File: src/rtl/button_debounce.sv
// -----------------------------------------------------------------------------
// button_debounce
//
// Conditions the four raw push-button pins before the sequence detector sees
// them. Each pin is first brought into the clk domain by a two-flop
// synchroniser. It is then filtered by a per-button stable-time counter. A
// button's debounced level only changes after the synchronised input has
// disagreed with it for DEBOUNCE_CYCLES consecutive cycles. Any single cycle
// of agreement restarts the count, so shorter bounces never get through.
//
// Parameters:
//   DEBOUNCE_CYCLES  cycles of sustained disagreement needed to flip a level
//                    (legal range 2 .. 2^24-1)
//   CNT_W            counter width, 2^CNT_W must exceed DEBOUNCE_CYCLES
//
// Ports:
//   clk        in   system clock, rising edge
//   clr_n      in   asynchronous active-low reset
//   btn_raw    in   [3:0] raw button pins, active high, asynchronous, bouncing
//   btn_level  out  [3:0] debounced level per button
//   btn_pulse  out  [3:0] one-cycle pulse on each debounced 0->1 transition
//   any_pulse  out  OR of btn_pulse, aligned with btn_pulse
// -----------------------------------------------------------------------------
module button_debounce #(
    parameter int unsigned DEBOUNCE_CYCLES = 1250000,
    parameter int unsigned CNT_W           = 24
) (
    input  logic       clk,
    input  logic       clr_n,
    input  logic [3:0] btn_raw,
    output logic [3:0] btn_level,
    output logic [3:0] btn_pulse,
    output logic       any_pulse
);

    // Terminal count: reached on the DEBOUNCE_CYCLES-th consecutive cycle of
    // disagreement, which is the cycle in which the level is allowed to flip.
    localparam logic [CNT_W-1:0] CNT_LAST = CNT_W'(DEBOUNCE_CYCLES - 1);

    logic [3:0]       sync0;
    logic [3:0]       sync1;
    logic [CNT_W-1:0] cnt [4];

    logic [3:0] differ;   // synchronised input disagrees with debounced level
    logic [3:0] expire;   // disagreement has lasted long enough: flip level
    logic [3:0] rise;     // the flip about to happen is a 0->1 (a press)

    always_comb begin
        differ = '0;
        expire = '0;
        rise   = '0;
        for (int i = 0; i < 4; i++) begin
            differ[i] = sync1[i] != btn_level[i];
            expire[i] = differ[i] && (cnt[i] == CNT_LAST);
            rise[i]   = expire[i] && sync1[i];
        end
    end

    // Two-flop synchroniser; only sync1 is used downstream.
    always_ff @(posedge clk or negedge clr_n) begin
        if (!clr_n) begin
            sync0 <= '0;
            sync1 <= '0;
        end else begin
            sync0 <= btn_raw;
            sync1 <= sync0;
        end
    end

    // Per-button stable-time counters and debounced levels. The counter can
    // never pass CNT_LAST because reaching it while still disagreeing flips
    // the level, and the counter is cleared at the same time.
    always_ff @(posedge clk or negedge clr_n) begin
        if (!clr_n) begin
            for (int i = 0; i < 4; i++) begin
                cnt[i] <= '0;
            end
            btn_level <= '0;
        end else begin
            for (int i = 0; i < 4; i++) begin
                if (!differ[i]) begin
                    cnt[i] <= '0;
                end else if (expire[i]) begin
                    btn_level[i] <= sync1[i];
                    cnt[i]       <= '0;
                end else begin
                    cnt[i] <= cnt[i] + 1'b1;
                end
            end
        end
    end

    // Press pulses are registered alongside the level update, so the pulse
    // and the rising level appear in the same cycle. Releases give no pulse.
    always_ff @(posedge clk or negedge clr_n) begin
        if (!clr_n) begin
            btn_pulse <= '0;
            any_pulse <= 1'b0;
        end else begin
            btn_pulse <= rise;
            any_pulse <= |rise;
        end
    end

endmodule

File: config.mk
export PLATFORM = sky130hd
export DESIGN_NAME = button_debounce
export DESIGN_NICKNAME = d
export VERILOG_FILES = /design/src/rtl/button_debounce.sv
export SDC_FILE = /design/constraint.sdc
export NUM_CORES = 1
export LEC_CHECK = 0
export CAP_MARGIN = 30
export CORE_MARGIN = 2
export CORE_UTILIZATION = 60
export CTS_BUF_LIST = sky130_fd_sc_hd__clkbuf_16
export DETAILED_ROUTE_END_ITERATION = 8
export HOLD_SLACK_MARGIN = 0.08
export PLACE_DENSITY = 0.82
export SLEW_MARGIN = 30
export SYNTH_ARGS = -nofsm -noshare
export SYNTH_HDL_FRONTEND = slang
export SYNTH_SLANG_ARGS = --single-unit
File: constraint.sdc
create_clock -name clk -period 3.81 [get_ports clk]
set_clock_uncertainty 0.2 [all_clocks]
set_input_delay 1.143 -clock clk [delete_from_list [all_inputs] [get_ports clk]]
set_output_delay 1.143 -clock clk [all_outputs]
set_load 0.005 [all_outputs]
**Word-level counts from Yosys, hierarchy flattened**

Cells that the tools add are included.

- Flip-flop bits (word level): 113
- Bits of input ports: 6
- Output and inout port bits: 9
- Word-level logic and storage cells: 45

- Add/subtract/negate cells: 4
- Equality and inequality tests: 8
- Mux-type cells: 8
- Reductions and logical operators: 13

Operators with widths:

| kind | number |
|---|---|
| $mux 24 | 8 |
| $add 24x1->24 const B | 4 |
| $eq 24x21->1 const B | 4 |
| $logic_and 1x1->1 | 8 |
| $reduce_and 2->1 | 4 |
| $ne 1x1->1 | 4 |
| $reduce_or 4->1 | 1 |

**Longest topological paths before layout**

Gate-level depths: netlist (run 1).

- Depth in word-level cells: 4
- Depth in mapped cells: 6
- Gate-level depth less buffers: 5

**Least setup slack after synthesis (run 1)**

No wires, ideal clock.

- Kind: register -> register
- Start: register cnt[48] in the netlist's numbering
- End: register cnt[70] in the netlist's numbering
- Library setup time: 73 ps
- Data arrival time: 2002 ps
- Data required time: 3537 ps
- Setup slack: 1535 ps
- Cell stages (with the launch flop): 7
- Path buffers: 1
- Period minus slack after synthesis: 2275 ps
- Cells stage by stage: dfrtp_1 ha_1 nand3_2 or4_4 buf_6 or4_4 a21oi_2

- Longest elaborated chain between the ends: 4
- Elaborated cells on any way between the ends: 5
- Classes of those cells: 1 x add/sub; 1 x eq/ne; 2 x mux; 1 x reduce/logical

RTL lines:

| item | line | text |
|---|---|---|
| from (decl) | 42 | `logic [CNT_W-1:0] cnt [4];` |
| from (signal, indexed assignment) | 87 | `cnt[i] <= cnt[i] + 1'b1;` |
| branches (longest 2 deep; another with $add 24x1->24) | -- |  |
| $mux 24 * | 83 | `end else if (expire[i]) begin` |
| $mux 24 * | 81 | `if (!differ[i]) begin` |

Mark *: on every way between the ends.
A chain may end at the register's enable or synchronous reset.

**Worst setup path in the final report (run 1)**

- Start: register btn_level[1]
- End: output btn_level[1]

RTL lines:

| item | line | text |
|---|---|---|
| from (decl) | 31 | `output logic [3:0] btn_level,` |
| from (signal, indexed assignment) | 84 | `btn_level[i] <= sync1[i];` |

No word-level cell between the ends.

==> results of run 1 <==
==> layout make-up <==
| cell class | instances | area, um^2 |
|---|---|---|
| clock inverter | 14 | 101 |
| sequential | 113 | 2830 |
| tap | 108 | 135 |
| fill | 607 | 2560 |
| multi-input combinational | 404 | 2510 |
| timing repair buffer | 18 | 180 |
| inverter | 18 | 67.6 |
| clock buffer | 17 | 425 |
==> cell families after synthesis <==
family,after synthesis,synth area share (%)
buffers and inverters,36,2.94
flip-flops,113,51.5
adder cells (fa/ha/maj),4,0.911
XOR/XNOR,56,8.93
AO/OA/AOI/OAI,82,8.38
AND/OR/NAND/NOR,261,27.2
multiplexers,1,0.205
==> sequential cells by signal, indices dropped and copies added, names as in the netlist <==
name and flops:
btn_pulse 4, sync1 4, any_pulse 1, sync0 4, btn_level 4, cnt 96
==> per-stage QoR <==
stage / area, um^2 / utilization [%] / cells / setup WS, ns / hold slack (ns)
after global placement: 5720 / 64.9 / 661 / 1.13 / 0.132
after floorplan: 5490 / - / 553 / 1.53 / 0.131
after global routing: 6250 / 71.0 / 692 / 1.05 / 0.152
after detailed placement: 5720 / 64.9 / 661 / 1.03 / 0.135
final: 6250 / 71.0 / 692 / 1.11 / 0.145
after CTS: 6240 / 70.9 / 692 / 0.977 / 0.147
==> path summary, 6_finish.rpt <==
kind                                    from      endpoint  slack (ns)  cells after the start
worst max-delay path            btn_level[1]  btn_level[1]        1.11                      1
worst min-delay path                sync0[1]      sync1[1]        0.14                      0
worst max register to register       cnt[58]       cnt[51]        1.22                      4
worst min register to register      sync0[1]      sync1[1]        0.14                      0
max in group asynchronous              clr_n       cnt[52]        2.08                      2
min in group asynchronous              clr_n       cnt[45]        0.59                      1
==> layer usage <==
layer	share of wire (%)	vias up	track usage (%)
met1	44	2126	33.9
li1	-	2055	-
met2	50	101	39.6
met3	3.7	19	5.62
met4	1.5	0	8.75
met5	0	-	0
==> power breakdown <==
group	switching, mW	internal [mW]
Clock	0.526	0.874
Combinational	0.0510	0.0206
Sequential	0.0152	1.22
==> cell usage after synthesis, types with 2 or more instances <==
library cell / n / area, um^2
xnor2_1: 30 / 263
nor2_1: 67 / 251
or3_1: 23 / 144
nor4_1: 12 / 75.1
and4_1: 10 / 87.6
buf_4: 2 / 15.0
o31ai_1: 16 / 120
and2_1: 4 / 25.0
or4_4: 2 / 22.5
a21oi_1: 34 / 170
or4b_1: 3 / 30.0
o21ai_1: 3 / 15.0
nand4_1: 24 / 150
dfrtp_1: 113 / 2830
buf_2: 3 / 15.0
nand3_1: 29 / 145
nor4b_1: 12 / 105
o21ai_0: 26 / 130
nor3_1: 8 / 40.0
and3_1: 8 / 50.1
nand4b_1: 3 / 26.3
ha_1: 4 / 50.1
clkbuf_1: 11 / 41.3
nand2_1: 30 / 113
inv_1: 18 / 67.6
xor2_1: 26 / 228
buf_6: 2 / 22.5
or4_1: 17 / 128
==> impl_metrics.tcl, run 1 <==
set metrics [dict create \
    fin_nets 582 \
    start_util_pct 62.4 \
    die_w_um 99.7 \
    fin_crit_sh_pct 70.9 \
    die-area_um2 9940 \
    tightest_slew_ns 0.844 \
    syn_nets 563 \
    synth_edf_count 0 \
    ys_seq_elements 113 \
    first_pass_iters 4 \
    grt_pass1_vias 4239 \
    grt.total_usage_pct 24.9 \
    grt_pass1_wl_um 19900 \
    critPathRequiredTime_ns 2.47 \
    areaGrowthSynthToFinish_pct 13.8 \
    synth_cell_types 41 \
    finalCriticalPeriod_ns 2.70 \
    hpwl_um 7200 \
    slew_headroom_pct 43.4 \
    grt.overflow.total 0 \
    finalSetupViolCount 0 \
    path_clk_slew_ns 0.05 \
    cellPowerDensity_nw_per_um2 433 \
    path_cells "clkdlybuf4s50_1" \
    vias 4301 \
    netlist_instances 553 \
    clock_latency_ns 0.40 \
    cts_buffer_depth 2 \
    avgSynthCellArea_um2 9.93 \
    critical_path.max_stage_delay_ns 0.54 \
    leakagePower_nw 2.48 \
    ir_drop_v 0.000285 \
    wirelength_um 11200 \
    antenna_found_initial 0 \
    routedWlPerCell_um 16.1 \
    cp_data_arrival_time_ns 1.36 \
    avgViaCountPerCell 6.22 \
    cts_root_buf "clkbuf_16" \
    ys_seq_area_share_pct 51.5 \
    path_delay_family "buffers and inverters" \
    crit_path_start_kind "flip-flop" \
    async_flop_share_pct 100 \
    clock.fmax_ghz 0.370 \
    hold_class "reg -> reg" \
    path_class "reg -> out" \
    ys.flop_type "dfrtp_1" \
    cts_resized 0 \
    antennaDiodeCount 0 \
    core_um2 8810 \
    gp_congestion 0.855 \
    yosys_warnings 0 \
    critPathSlowestCell "clkdlybuf4s50_1" \
    cp_num_buf_inv 1 \
    layout_common_cells "113 x dfrtp_1, 67 x nor2_1, 34 x a21oi_1" \
    holdBufCountCts 0 \
    post-cts-setup-buffers 0 \
    path_max_fanout 4 \
    cts_made_buffers 17 \
    cp-end-kind "output pin" \
    drtAntennaViolNets 0 \
    die_h_um 99.7 \
    syn_area_um2 5490 \
    layout_commonest_cell "dfrtp_1" \
    slew_violations 0 \
    port_buffers 14 \
    max_cap_violations 0 \
    status "finished clean" \
    cts_sinks 113 \
    setup_tns_ns 0 \
    drive_gt1_share_pct 7.53 \
    cts_tree "done" \
    finalHoldViolations 0 \
    power_mw 2.70 \
    rsz0062_at_grt "no" \
    io_pins 15 \
    drtIter0Drc 235 \
    cts_max_level 4 \
    drc 0 \
    rows 34 \
    grt_max_degree 60 \
]
Note: power is estimated with default switching activity, not from simulation.
==> run 2: changes to the inputs <==
Settings changed: CORE_UTILIZATION 60 to 56, PLACE_DENSITY 0.82 to 0.8.
Clock period 3.81 ns to 2.4 ns, I/O delays scaled along.
==> run 2 against run 1 <==
- die area increased by 6.9%
- total power up 74%
- sequential power rose by 59%
- register-to-register slack worse by 1.1 ns
- final area rose by 4.1%
- combinational power grew 72%
==> impl_metrics.tcl, run 2 (synthesized netlist as in run 1, its figures left out) <==
set metrics [dict create \
    cellPowerDensity_nw_per_um2 721 \
    placed_cell_area_um2 5890 \
    setup_tns_ns 0 \
    die_w_um 103 \
    die_h_um 103 \
    path_clk_slew_ns 0.05 \
    crit_path_start_kind "flip-flop" \
    first_pass_iters 4 \
    gp_congestion 0.926 \
    critical_path.max_stage_delay_ns 0.54 \
    slew_headroom_pct 67.4 \
    vias 4373 \
    holdBufCountCts 0 \
    grt_pass1_wl_um 20000 \
    drtIter0Drc 219 \
    tightest_slew_ns 0.488 \
    rows 36 \
    hold_class "in -> async" \
    fin_nets 599 \
    cts_tree "done" \
    areaGrowthSynthToFinish_pct 18.5 \
    fillers 727 \
    grt_pass1_vias 4268 \
    status "finished clean" \
    port_buffers 14 \
    drc 0 \
    layout_common_cells "113 x dfrtp_1, 67 x nor2_1, 34 x a21oi_1" \
    finalCriticalPeriod_ns 2.31 \
    drtAntennaViolNets 0 \
    layout_commonest_cell "dfrtp_1" \
    avgViaCountPerCell 5.95 \
    rsz0062_at_grt "no" \
    reg2reg_to "cnt[63]" \
    start_util_pct 57.0 \
    grt_max_degree 50 \
    r2r-start "cnt[58]" \
    cts_made_buffers 17 \
    ir_drop_v 0.000567 \
    finalHoldViolations 0 \
    path_max_fanout 4 \
    fin_crit_sh_pct 96.2 \
    path_cells "clkdlybuf4s50_1" \
    grt.overflow.total 0 \
    reg2reg_slack_ns 0.12 \
    drive_gt1_share_pct 10.5 \
    cp_data_arrival_time_ns 1.39 \
    postLayoutCellArea_um2 6510 \
    largest_reg_flops 96 \
    r2r_cells 5 \
    clock_latency_ns 0.41 \
    io_pins 15 \
    cp_num_buf_inv 1 \
    critPathRequiredTime_ns 1.48 \
    routedWlPerCell_um 16.0 \
    top_register "cnt" \
    core_um2 9640 \
    antennaDiodeCount 0 \
    max_cap_violations 0 \
    cp-end-kind "output pin" \
    cts_max_level 4 \
    die-area_um2 10600 \
    path_class "reg -> out" \
    critPathSlowestCell "clkdlybuf4s50_1" \
    finalSetupViolCount 0 \
    leakagePower_nw 2.60 \
    path_delay_family "buffers and inverters" \
    hpwl_um 7340 \
    cts_buffer_depth 2 \
    clock.fmax_ghz 0.433 \
    wirelength_um 11800 \
    grt.total_usage_pct 24.4 \
    cts_root_buf "clkbuf_16" \
    slew_violations 0 \
    antenna_found_initial 0 \
    cts_sinks 113 \
]
==> run 2: cell types whose count changed in the layout (fill, tap and decap cells not counted), sizes merged <==
cell / previous run / this run
buf: 5 / 22
inv: 19 / 20
clkinv: 9 / 6
bufinv: 1 / 4
==> run 2: how the worst max path moves through the flow <==
stage | start | end | depth (start not counted)
finish | btn_level[1] | btn_level[1] | 1
global route | cnt[58] | cnt[67] | 5
CTS | cnt[11] | cnt[20] | 4
detailed placement | cnt[11] | cnt[23] | 4
global placement | cnt[11] | cnt[23] | 4
floorplan | cnt[48] | cnt[70] | 6
==> run 2: power breakdown <==
group | internal, mW | total (mW) | switching [mW]
sequential | 1.93 | 1.95 | 0.0228
clock | 1.73 | 2.62 | 0.892
combinational | 0.0399 | 0.123 | 0.0835
==> run 2: layout make-up <==
cell class	count	area [um^2]	share of cell area (%)
sequential	113	2830	43.4
multi-input combinational	404	2510	38.5
clock inverter	15	193	2.96
timing repair buffer	35	320	4.92
clock buffer	17	425	6.54
inverter	18	67.6	1.04
tap	133	166	2.56
==> run 2: repair_timing <==
action	CTS	global route
endpoints found under the setup margin	0	6
gates resized for setup	0	1
buffers inserted	0	0
==> run 2: routing by layer <==
metal	routed length (um)	vias up	global-route usage (%)
met5	0	-	0
met4	258	0	11.0
met3	459	24	5.22
met1	5150	2163	31.6
li1	-	2087	-
met2	5900	99	39.5
==> run 2: per-stage QoR <==
stage	power (mW)	worst slack [ns]	instances	utilization (%)	hold WS (ns)
3_5_place_dp	2.11	0.0995	703	61.1	0.139
5_1_grt	4.83	0.00970	735	67.5	0.106
4_1_cts	4.73	0.0776	735	67.5	0.0802
6_report	4.69	0.0901	735	67.5	0.0691
3_3_place_gp	2.10	0.162	703	61.1	0.132
2_1_floorplan	2.03	0.125	553	-	0.131
